**src/rtl/ser_sub64.sv**
```systemverilog
// Digit-serial subtractor: d = a - b - bin, one W-bit ripple-borrow slice per cycle over S cycles.
// Request/response are valid/ready; the result is held in DONE until the consumer takes it.
module ser_sub64 #(
    parameter int unsigned N = 64,
    parameter int unsigned W = 8
) (
    input  logic         clk,
    input  logic         rst_n,
    input  logic         in_valid,
    output logic         in_ready,
    input  logic [N-1:0] a,
    input  logic [N-1:0] b,
    input  logic         bin,
    output logic         out_valid,
    input  logic         out_ready,
    output logic [N-1:0] d,
    output logic         bout,
    output logic         ovf
);

    localparam int unsigned S  = N / W;
    localparam int unsigned KW = (S > 1) ? $clog2(S) : 1;
    localparam int unsigned W1 = W + 1;
    localparam logic [KW-1:0] KLast     = KW'(S - 1);
    localparam logic [N-1:0]  SliceMask = N'({W{1'b1}});

    typedef enum logic [1:0] {StIdle, StBusy, StDone} state_e;

    state_e        state_q;
    logic [N-1:0]  a_q, b_q, d_q;
    logic          brw_q, bout_q, ovf_q;
    logic [KW-1:0] k_q;

    int unsigned   base;
    logic [W-1:0]  a_sl, b_sl;
    logic [W:0]    diff;
    logic [N-1:0]  d_next;

    // Slice k is selected by shifting, so W = N needs no special casing.
    always_comb begin
        base   = 32'(k_q) * W;
        a_sl   = W'(a_q >> base);
        b_sl   = W'(b_q >> base);
        diff   = {1'b0, a_sl} - {1'b0, b_sl} - W1'(brw_q);
        d_next = (d_q & ~(SliceMask << base)) | (N'(diff[W-1:0]) << base);
    end

    always_ff @(posedge clk or negedge rst_n) begin
        if (!rst_n) begin
            state_q <= StIdle;
            a_q     <= '0;
            b_q     <= '0;
            d_q     <= '0;
            brw_q   <= 1'b0;
            bout_q  <= 1'b0;
            ovf_q   <= 1'b0;
            k_q     <= '0;
        end else begin
            unique case (state_q)
                StIdle: begin
                    if (in_valid) begin
                        a_q     <= a;
                        b_q     <= b;
                        brw_q   <= bin;
                        k_q     <= '0;
                        state_q <= StBusy;
                    end
                end
                StBusy: begin
                    d_q   <= d_next;
                    brw_q <= diff[W];
                    k_q   <= k_q + KW'(1);
                    if (k_q == KLast) begin
                        bout_q  <= diff[W];
                        // diff[W-1] is the MSB of the final d.
                        ovf_q   <= (a_q[N-1] != b_q[N-1]) && (diff[W-1] != a_q[N-1]);
                        state_q <= StDone;
                    end
                end
                StDone: begin
                    if (out_ready) begin
                        state_q <= StIdle;
                    end
                end
                default: state_q <= StIdle;
            endcase
        end
    end

    assign in_ready  = (state_q == StIdle);
    assign out_valid = (state_q == StDone);
    assign d         = d_q;
    assign bout      = bout_q;
    assign ovf       = ovf_q;

endmodule

```
**config.mk**
```make
export PLATFORM = sky130hd
export DESIGN_NAME = ser_sub64
export DESIGN_NICKNAME = d
export VERILOG_FILES = /design/src/rtl/ser_sub64.sv
export SDC_FILE = /design/constraint.sdc
export NUM_CORES = 1
export LEC_CHECK = 0
export ABC_AREA = 0
export CAP_MARGIN = 20
export CORE_UTILIZATION = 40
export CTS_BUF_LIST = sky130_fd_sc_hd__clkbuf_8
export DETAILED_ROUTE_END_ITERATION = 8
export MAX_ROUTING_LAYER = met4
export PLACE_DENSITY = 0.66
export REMOVE_ABC_BUFFERS = 1
export SYNTH_ARGS = -nofsm -noshare
export SYNTH_HDL_FRONTEND = slang
export SYNTH_SLANG_ARGS = --single-unit
```
**constraint.sdc**
```tcl
create_clock -name clk -period 5.5 [get_ports clk]
set_input_delay 0.55 -clock clk [delete_from_list [all_inputs] [get_ports clk]]
set_output_delay 0.55 -clock clk [all_outputs]
set_load 0.01 [all_outputs]
```
Word-level counts from Yosys, hierarchy flattened
Cells that the tools add are included.

storage, ports and cells
  flip-flop bits (word level) = 200
  bits of input ports = 133
  output and inout port bits = 68
  word-level logic and storage cells = 41

operators by class
  $add $sub $neg = 3
  eq/ne operators = 8
  shifts and indexed selects = 4
  multiplexer cells = 8
  bitwise operators = 3
  reduce and logical (&&, ||, !) cells = 7

operators by type and width
  cell                  number
  $shr 64x6->8          2
  $and 64x64->64        1
  $not 64->64           1
  $or 64x64->64         1
  $shl 8x6->64          1
  $shl 8x6->64 const A  1
  $sub 8x8->9           1
  $sub 9x1->9           1
  $mux 2                3
  $pmux 2 s3            1
  $pmux 3 s2            1
  $reduce_and 2->1      3
  $ne 2x2->1 const B    2
  $add 3x1->3 const B   1
  $eq 3x3->1 const B    1
  $mux 3                1
  $reduce_and 3->1      1
  $eq 2x1->1 const B    1
  $eq 2x2->1 const B    1
  $logic_not 2->1       1
  $ne 1x1->1            2
  $ne 2x1->1 const B    1
  $pmux 1 s2            1
  $reduce_bool 2->1     1
  2 further kinds       2

Longest topological paths before layout
Gate-level depths: netlist of run 1.

  word-level depth = 5
  mapped depth = 15
  gate-level depth less buffers = 12

Least setup slack after synthesis of run 1
OpenSTA, ideal clock, no wires.

  kind = reg-to-reg
  start = register k_q[0]
  end = register ovf_q, in the netlist ovf
  setup time = 124 ps
  data arrival time = 3877 ps
  data required time = 5376 ps
  path slack = 1499 ps
  cell stages (with the launch flop) = 15
  path buffers = 3
  period minus slack after synthesis = 4001 ps
  path through = dfrtp_1 buf_6 buf_2 buf_2 mux4_2 nand2_1 nand2_1 fa_1 ha_1 nand2b_1 a2111oi_0 o41ai_1 a311oi_4 nor4b_1 a211o_1

on the way
  longest elaborated chain between the ends = 5
  elaborated cells between the ends (all ways) = 8
  classes of those cells = 2 x add/sub; 2 x eq/ne; 2 x shift; 2 x reduce/logical

RTL lines
  what                                    RTL line  source
  start, declared                         32        logic [KW-1:0] k_q;
  start signal, assigned                  72        k_q <= k_q + KW'(1);
  $shr 64x6->8, on equally long branches  42, 43
  $sub 8x8->9                             44        diff = {1'b0, a_sl} - {1'b0, b_sl} - W1'(brw_q);
  $sub 9x1->9                             44
  $ne 1x1->1                              76        ovf_q <= (a_q[N-1] != b_q[N-1]) && (diff[W-1] != a_q[N-1]);
  $logic_and 1x1->1                       76
  end signal, assigned                    76
  end, declared                           31        logic brw_q, bout_q, ovf_q;

Several ways; a longest one is shown, not always the timed one.
A chain may end at the register's enable or synchronous reset.

Final worst setup path of run 1
Ends and elaborated chain as after synthesis.

==> results.sh, run 1 <==
export IMPL_area_delta_synth_final_pct=30.1
export IMPL_clkTransAtPathRegs_ns=0.10
export IMPL_cts_resized=0
export IMPL_fin_crit_ns=4.48
export IMPL_rsz0062_at_grt="false"
export IMPL_layout_commonest_cell="nand2_1"
export IMPL_slew_headroom=0.294
export IMPL_switchingPower_uw=4000
export IMPL_layout_common_cells="444 x nand2_1, 199 x clkdlybuf4s50_1, 198 x dfrtp_1"
export IMPL_drc_errors=0
export IMPL_clock_sinks=200
export IMPL_crit_type="register to register"
export IMPL_cts_tree="built"
export IMPL_drt_vias_per_instance=5.04
export IMPL_cts_root_buf="clkbuf_8"
export IMPL_seq_area_frac_synth=0.560
export IMPL_crit_family="compound AO/OA/AOI/OAI gates"
export IMPL_drt_iter0_drc=380
export IMPL_final_design_area_no_fill_sq_um=11600
export IMPL_grt_ovfl_total=0
export IMPL_first_pass_iters=4
export IMPL_routabilityCongestion=0.832
export IMPL_dieHeight_um=151
export IMPL_drv_slew=0
export IMPL_post_cts_setup_buffer_count=0
export IMPL_antenna_found_initial=0
export IMPL_ant_nets=0
export IMPL_core_region_area_sq_um=21900
export IMPL_drive_gt1_frac=0.0749
export IMPL_hold_path_class="primary input to asynchronous set/reset pin"
export IMPL_power_frac_clock=0.112
export IMPL_status="complete, no violations"
export IMPL_path_buf_inv=2
export IMPL_max_stage_delay_ns=0.88
export IMPL_detailed_place_hpwl_um=16000
export IMPL_grt_pass1_vias=6781
export IMPL_critPathMostFrequentCell="ha_1"
export IMPL_ios=201
export IMPL_synth_edff_count=0
export IMPL_ys_warn_count=0
export IMPL_syn_inst=900
export IMPL_initial_core_util=0.408
export IMPL_portBuffers=200
export IMPL_drt_wl_total_um=22400
export IMPL_crit_slowest_cell="dfrtp_2"
export IMPL_std_cell_rows=54
export IMPL_power_leakage_uw=0.00563
export IMPL_period_share=0.815
export IMPL_syn_avg_cell_area_sq_um=9.92
export IMPL_drv_cap=0
export IMPL_hold_viol=0
export IMPL_routedWlPerCell_um=16.3
export IMPL_worstPathRequired_ns=5.85
export IMPL_ir_worst_vdd_uv=787
export IMPL_vias=6924
export IMPL_holdWs_ns=0.475
export IMPL_numCtsBuffers=17
export IMPL_cts_max_path_buffers=2
export IMPL_synthArstFlopShare=1.00
export IMPL_tns_ns=0
export IMPL_grt_max_degree=131
export IMPL_synthFlopType="dfrtp_1"
export IMPL_fmaxAchievable_mhz=223
export IMPL_setup_viol=0
export IMPL_ys_ff_latch=200
export IMPL_pwr_density_cell_nw_per_um2=752
export IMPL_die_w_um=151
export IMPL_worstSetupStartpointType="register"
export IMPL_grt_pass1_wl_um=35900
export IMPL_cp_arrival_ns=4.84
export IMPL_syn_area_sq_um=8930
export IMPL_fin_worst_skew_ns=0.0108
export IMPL_dieArea_sq_um=22900
export IMPL_cts_hold_buf=0
export IMPL_p_seq_frac=0.309
export IMPL_gr_usage_all_layers=0.213
export IMPL_swShare=0.458
export IMPL_pwr_share_comb=0.579
export IMPL_p_int_uw=4740
export IMPL_insertion_delay_ns=0.46
export IMPL_crit_chain="buf_4, mux4_2, mux2i_1, ha_1, inv_1, ha_1, a2111oi_0, or4b_2, a311oi_4, nor4b_1, a211o_1"
export IMPL_worst_path_max_fanout=27
export IMPL_place_area_sq_um=11200
export IMPL_nets=1235
export IMPL_worstMarginPinSlew_ns=1.05
export IMPL_end_kind="register"
export IMPL_diodes=0
export IMPL_ys_types=45
export IMPL_cts_max_level=4
[sequential cells by signal (all words and copies together) (netlist names)]
register	flops
b_q	64
ovf	1
brw_q	1
bout	1
a_q	64
d	64
k_q	3
state_q	2
[path summary, 6_finish.rpt]
path | start | end | slack [ns] | depth (start not counted)
max reg2reg | k_q[0] | ovf | 1.02 | 11
min reg2reg | b_q[9] | b_q[9] | 0.48 | 2
max | k_q[0] | ovf | 1.02 | 11
min | rst_n | b_q[24] | 0.48 | 2
max in group asynchronous | rst_n | b_q[37] | 3.77 | 4
min in group clk | b_q[9] | b_q[9] | 0.48 | 2
[worst register-to-register path, cell delays in order (launching register included)]
cell and delay, ns:
dfrtp_2 0.88, buf_4 0.37, mux4_2 0.53, mux2i_1 0.20
ha_1 0.27, inv_1 0.06, ha_1 0.23, a2111oi_0 0.12
or4b_2 0.73, a311oi_4 0.57, nor4b_1 0.13, a211o_1 0.30
[cells in the mapped netlist, drive strengths merged, types with 2 or more instances]
cell | number | area share
and2 | 3 | 0.0021
a211oi | 2 | 0.0017
inv | 19 | 0.0080
mux2i | 7 | 0.0078
nand3 | 4 | 0.0022
o21a | 3 | 0.0025
ha | 18 | 0.025
fa | 2 | 0.0045
nand2 | 445 | 0.19
clkbuf | 35 | 0.015
mux4 | 32 | 0.081
and3 | 2 | 0.0020
nor3 | 6 | 0.0034
buf | 11 | 0.0059
nand2b | 3 | 0.0021
o21ai | 22 | 0.012
dfrtp | 200 | 0.56
a31oi | 2 | 0.0014
a22o | 48 | 0.047
nor2 | 15 | 0.0063
xnor2 | 4 | 0.0048
[stage by stage]
step / std cells / setup slack, ns / util / total power [uW]
after floorplan: 854 / 0.878 / - / 5890
after global placement: 1341 / 1.10 / 0.510 / 7670
after detailed placement: 1341 / 0.969 / 0.510 / 7810
after CTS: 1373 / 0.950 / 0.529 / 8790
after global routing: 1375 / 0.649 / 0.531 / 9410
final: 1375 / 1.02 / 0.531 / 8740
[cell families (layout without fill, tap and decap cells)]
kind of cell               after synthesis  count (layout)  synth area share
AOI/OAI and AO/OA                       86              86            0.0749
buffers and inverters                   65             260            0.0286
adders and majority gates               20              20            0.0297
and+or+nand+nor                        485             485             0.211
xor gates and xnor gates                 4               4           0.00476
muxes                                   40              40            0.0906
DFF                                    200             200             0.560
[power groups by stage]
stage | registers (uW) | logic [uW] | clock network, uW
finish | 2700 | 5060 | 976
global route | 2790 | 5560 | 1050
CTS | 2710 | 5090 | 996
detailed placement | 2730 | 5080 | 0
global placement | 2730 | 4950 | 0
floorplan | 2670 | 3230 | 0
[per-layer routing]
metal  routed length [um]  track usage  vias up
met5                    0            -        -
met4                  208       0.0505        0
met3                 1290       0.0310       17
met2                10400        0.323      215
met1                10500        0.302     3362
li1                     -            -     3330
[cell type report]
class / instances / area, sq um
clock buffer: 18 / 248
clock inverter: 14 / 163
fill: 2041 / 10300
inverter: 19 / 71.3
multi-input combinational: 635 / 3680
sequential: 200 / 5010
tap: 280 / 350
timing repair buffer: 209 / 2100
Power figures use the tool's default switching activity.
==> inputs of run 2 (changes only) <==
Settings changed: PLACE_DENSITY 0.66 to 0.68.
Clock period 5.5 ns to 3.8 ns, I/O delays scaled along.
==> run 2 against run 1 <==
Net effect: sequential share of layout area is 0.68 points lower; fmax rose by 22%; largest power group unchanged; clock power is 39% higher; routed wire length down 0.47%; design area grew 1.6%; critical path type unchanged; via count increased by 0.14%; clock skew up 0.0075 ns; sequential power rose by 38%; critical endpoint unchanged.
==> results.sh, run 2 (synthesized netlist as in run 1, its figures left out) <==
export IMPL_drt_vias_per_instance=4.99
export IMPL_vias=6934
export IMPL_fmaxAchievable_mhz=272
export IMPL_pwr_density_cell_nw_per_um2=1110
export IMPL_timing_rr_end="ovf"
export IMPL_cts_max_level=4
export IMPL_clkTransAtPathRegs_ns=0.11
export IMPL_slew_headroom=0.236
export IMPL_std_cell_rows=54
export IMPL_grt_pass1_wl_um=36000
export IMPL_detailed_place_hpwl_um=16000
export IMPL_drc_errors=0
export IMPL_worst_path_max_fanout=9
export IMPL_grt_pass1_vias=6989
export IMPL_grt_ovfl_total=0
export IMPL_switchingPower_uw=5790
export IMPL_place_area_sq_um=11300
export IMPL_dieArea_sq_um=22900
export IMPL_worstPathRequired_ns=4.17
export IMPL_cts_root_buf="clkbuf_8"
export IMPL_end_kind="register"
export IMPL_drive_gt1_frac=0.0902
export IMPL_area_delta_synth_final_pct=32.1
export IMPL_max_stage_delay_ns=0.66
export IMPL_crit_family="simple AND/OR/NAND/NOR gates"
export IMPL_cp_arrival_ns=4.05
export IMPL_drv_cap=0
export IMPL_swShare=0.443
export IMPL_drt_wl_total_um=22300
export IMPL_r2r_start="k_q[0]"
export IMPL_holdWs_ns=0.415
export IMPL_status="complete, no violations"
export IMPL_gr_usage_all_layers=0.213
export IMPL_routabilityCongestion=0.824
export IMPL_hold_depth=3
export IMPL_insertion_delay_ns=0.48
export IMPL_worstMarginPinSlew_ns=1.13
export IMPL_ir_worst_vdd_uv=1060
export IMPL_min_delay_start="a[60]"
export IMPL_grtUsageMet3=0.0358
export IMPL_fin_ws_ns=0.123
export IMPL_top_usage_layer="met2"
export IMPL_final_design_area_no_fill_sq_um=11800
export IMPL_p_seq_frac=0.286
export IMPL_layout_common_cells="444 x nand2_1, 199 x clkdlybuf4s50_1, 198 x dfrtp_1"
export IMPL_crit_slowest_cell="or4b_2"
export IMPL_utilization=0.539
export IMPL_reg2reg_depth=13
export IMPL_fin_worst_skew_ns=0.0183
export IMPL_antenna_found_initial=0
export IMPL_cts_max_path_buffers=2
export IMPL_power_frac_clock=0.104
export IMPL_dieHeight_um=151
export IMPL_setup_viol=0
export IMPL_cts_tree="built"
export IMPL_p_int_uw=7270
export IMPL_period_share=0.968
export IMPL_layout_commonest_cell="nand2_1"
export IMPL_preCtsSetupSlack_ns=0.109
export IMPL_rrSetupSlack_ns=0.12
export IMPL_ios=201
export IMPL_diodes=0
export IMPL_first_pass_iters=5
export IMPL_hold_path_class="primary input to register"
export IMPL_hold_viol=0
export IMPL_core_region_area_sq_um=21900
export IMPL_whs_endpoint="a_q[60]"
export IMPL_path_buf_inv=4
export IMPL_nets=1249
export IMPL_clock_sinks=200
export IMPL_initial_core_util=0.408
export IMPL_portBuffers=200
export IMPL_met2_usage=0.342
export IMPL_fin_crit_ns=3.68
export IMPL_routedWlPerCell_um=16.1
export IMPL_drv_slew=0
export IMPL_worstSetupStartpointType="register"
export IMPL_pwr_share_comb=0.610
export IMPL_ant_nets=0
export IMPL_numCtsBuffers=17
export IMPL_grt_max_degree=96
export IMPL_power_leakage_uw=0.00569
export IMPL_grtUsageMet1=0.281
export IMPL_drt_iter0_drc=366
export IMPL_crit_type="register to register"
export IMPL_crit_chain="buf_4, buf_12, buf_4, mux4_2, nand2_1, nand2_1, ha_1, inv_1, ha_1, or4b_2, a311oi_4, nor4b_1, a211o_1"
export IMPL_tns_ns=0
export IMPL_die_w_um=151
[run 2: power by group through the flow]
stage | clock network (uW) | registers, uW | logic, uW
floorplan | 0 | 3860 | 4670
global placement | 0 | 3770 | 7420
detailed placement | 0 | 3790 | 7540
CTS | 1390 | 3750 | 7570
global route | 1480 | 3850 | 8770
finish | 1360 | 3730 | 7970
[run 2: stage by stage]
step                      power, uW  cells
after floorplan                8530    854
after global placement        11200   1348
after CTS                     12700   1381
after global routing          14100   1389
after detailed placement      11300   1348
final                         13100   1389
[run 2: worst max path at each step]
stage / cells after the start / from / end / slack, ns
2_1_floorplan: 11 / k_q[0] / ovf / -0.82
3_3_place_gp: 12 / k_q[0] / ovf / 0.17
3_5_place_dp: 12 / k_q[0] / ovf / 0.11
4_1_cts: 13 / k_q[0] / d[22] / 0.07
5_1_grt: 13 / k_q[0] / ovf / -0.02
6_report: 13 / k_q[0] / ovf / 0.12
[run 2: metal layers]
| metal | routed length (um) | up-vias |
|---|---|---|
| li1 | - | 3362 |
| met1 | 10300 | 3361 |
| met2 | 10700 | 187 |
| met3 | 1030 | 24 |
| met4 | 321 | 0 |
| met5 | 0 | - |
[run 2: layout make-up]
cell class                 instances  area [sq um]
clock buffer                      17           234
fill                            1982         10100
multi-input combinational        635          3710
timing repair buffer             223          2260
tap                              280           350
sequential                       200          5010
clock inverter                    15           166
inverter                          19          71.3
[run 2: timing repair]
action                                 CTS  global route
setup endpoints to repair                0             9
buffers inserted                         0             6
endpoints found under the hold margin   58             0
gates resized for setup                  0             6
hold buffers                             1             0
[run 2: worst register-to-register path, cell delays in order, from the launching register on]
cell and delay, ns:
dfrtp_2 0.41, buf_4 0.13, buf_12 0.14, buf_4 0.13, mux4_2 0.51, nand2_1 0.09, nand2_1 0.06, ha_1 0.26
inv_1 0.04, ha_1 0.40, or4b_2 0.66, a311oi_4 0.38, nor4b_1 0.11, a211o_1 0.27
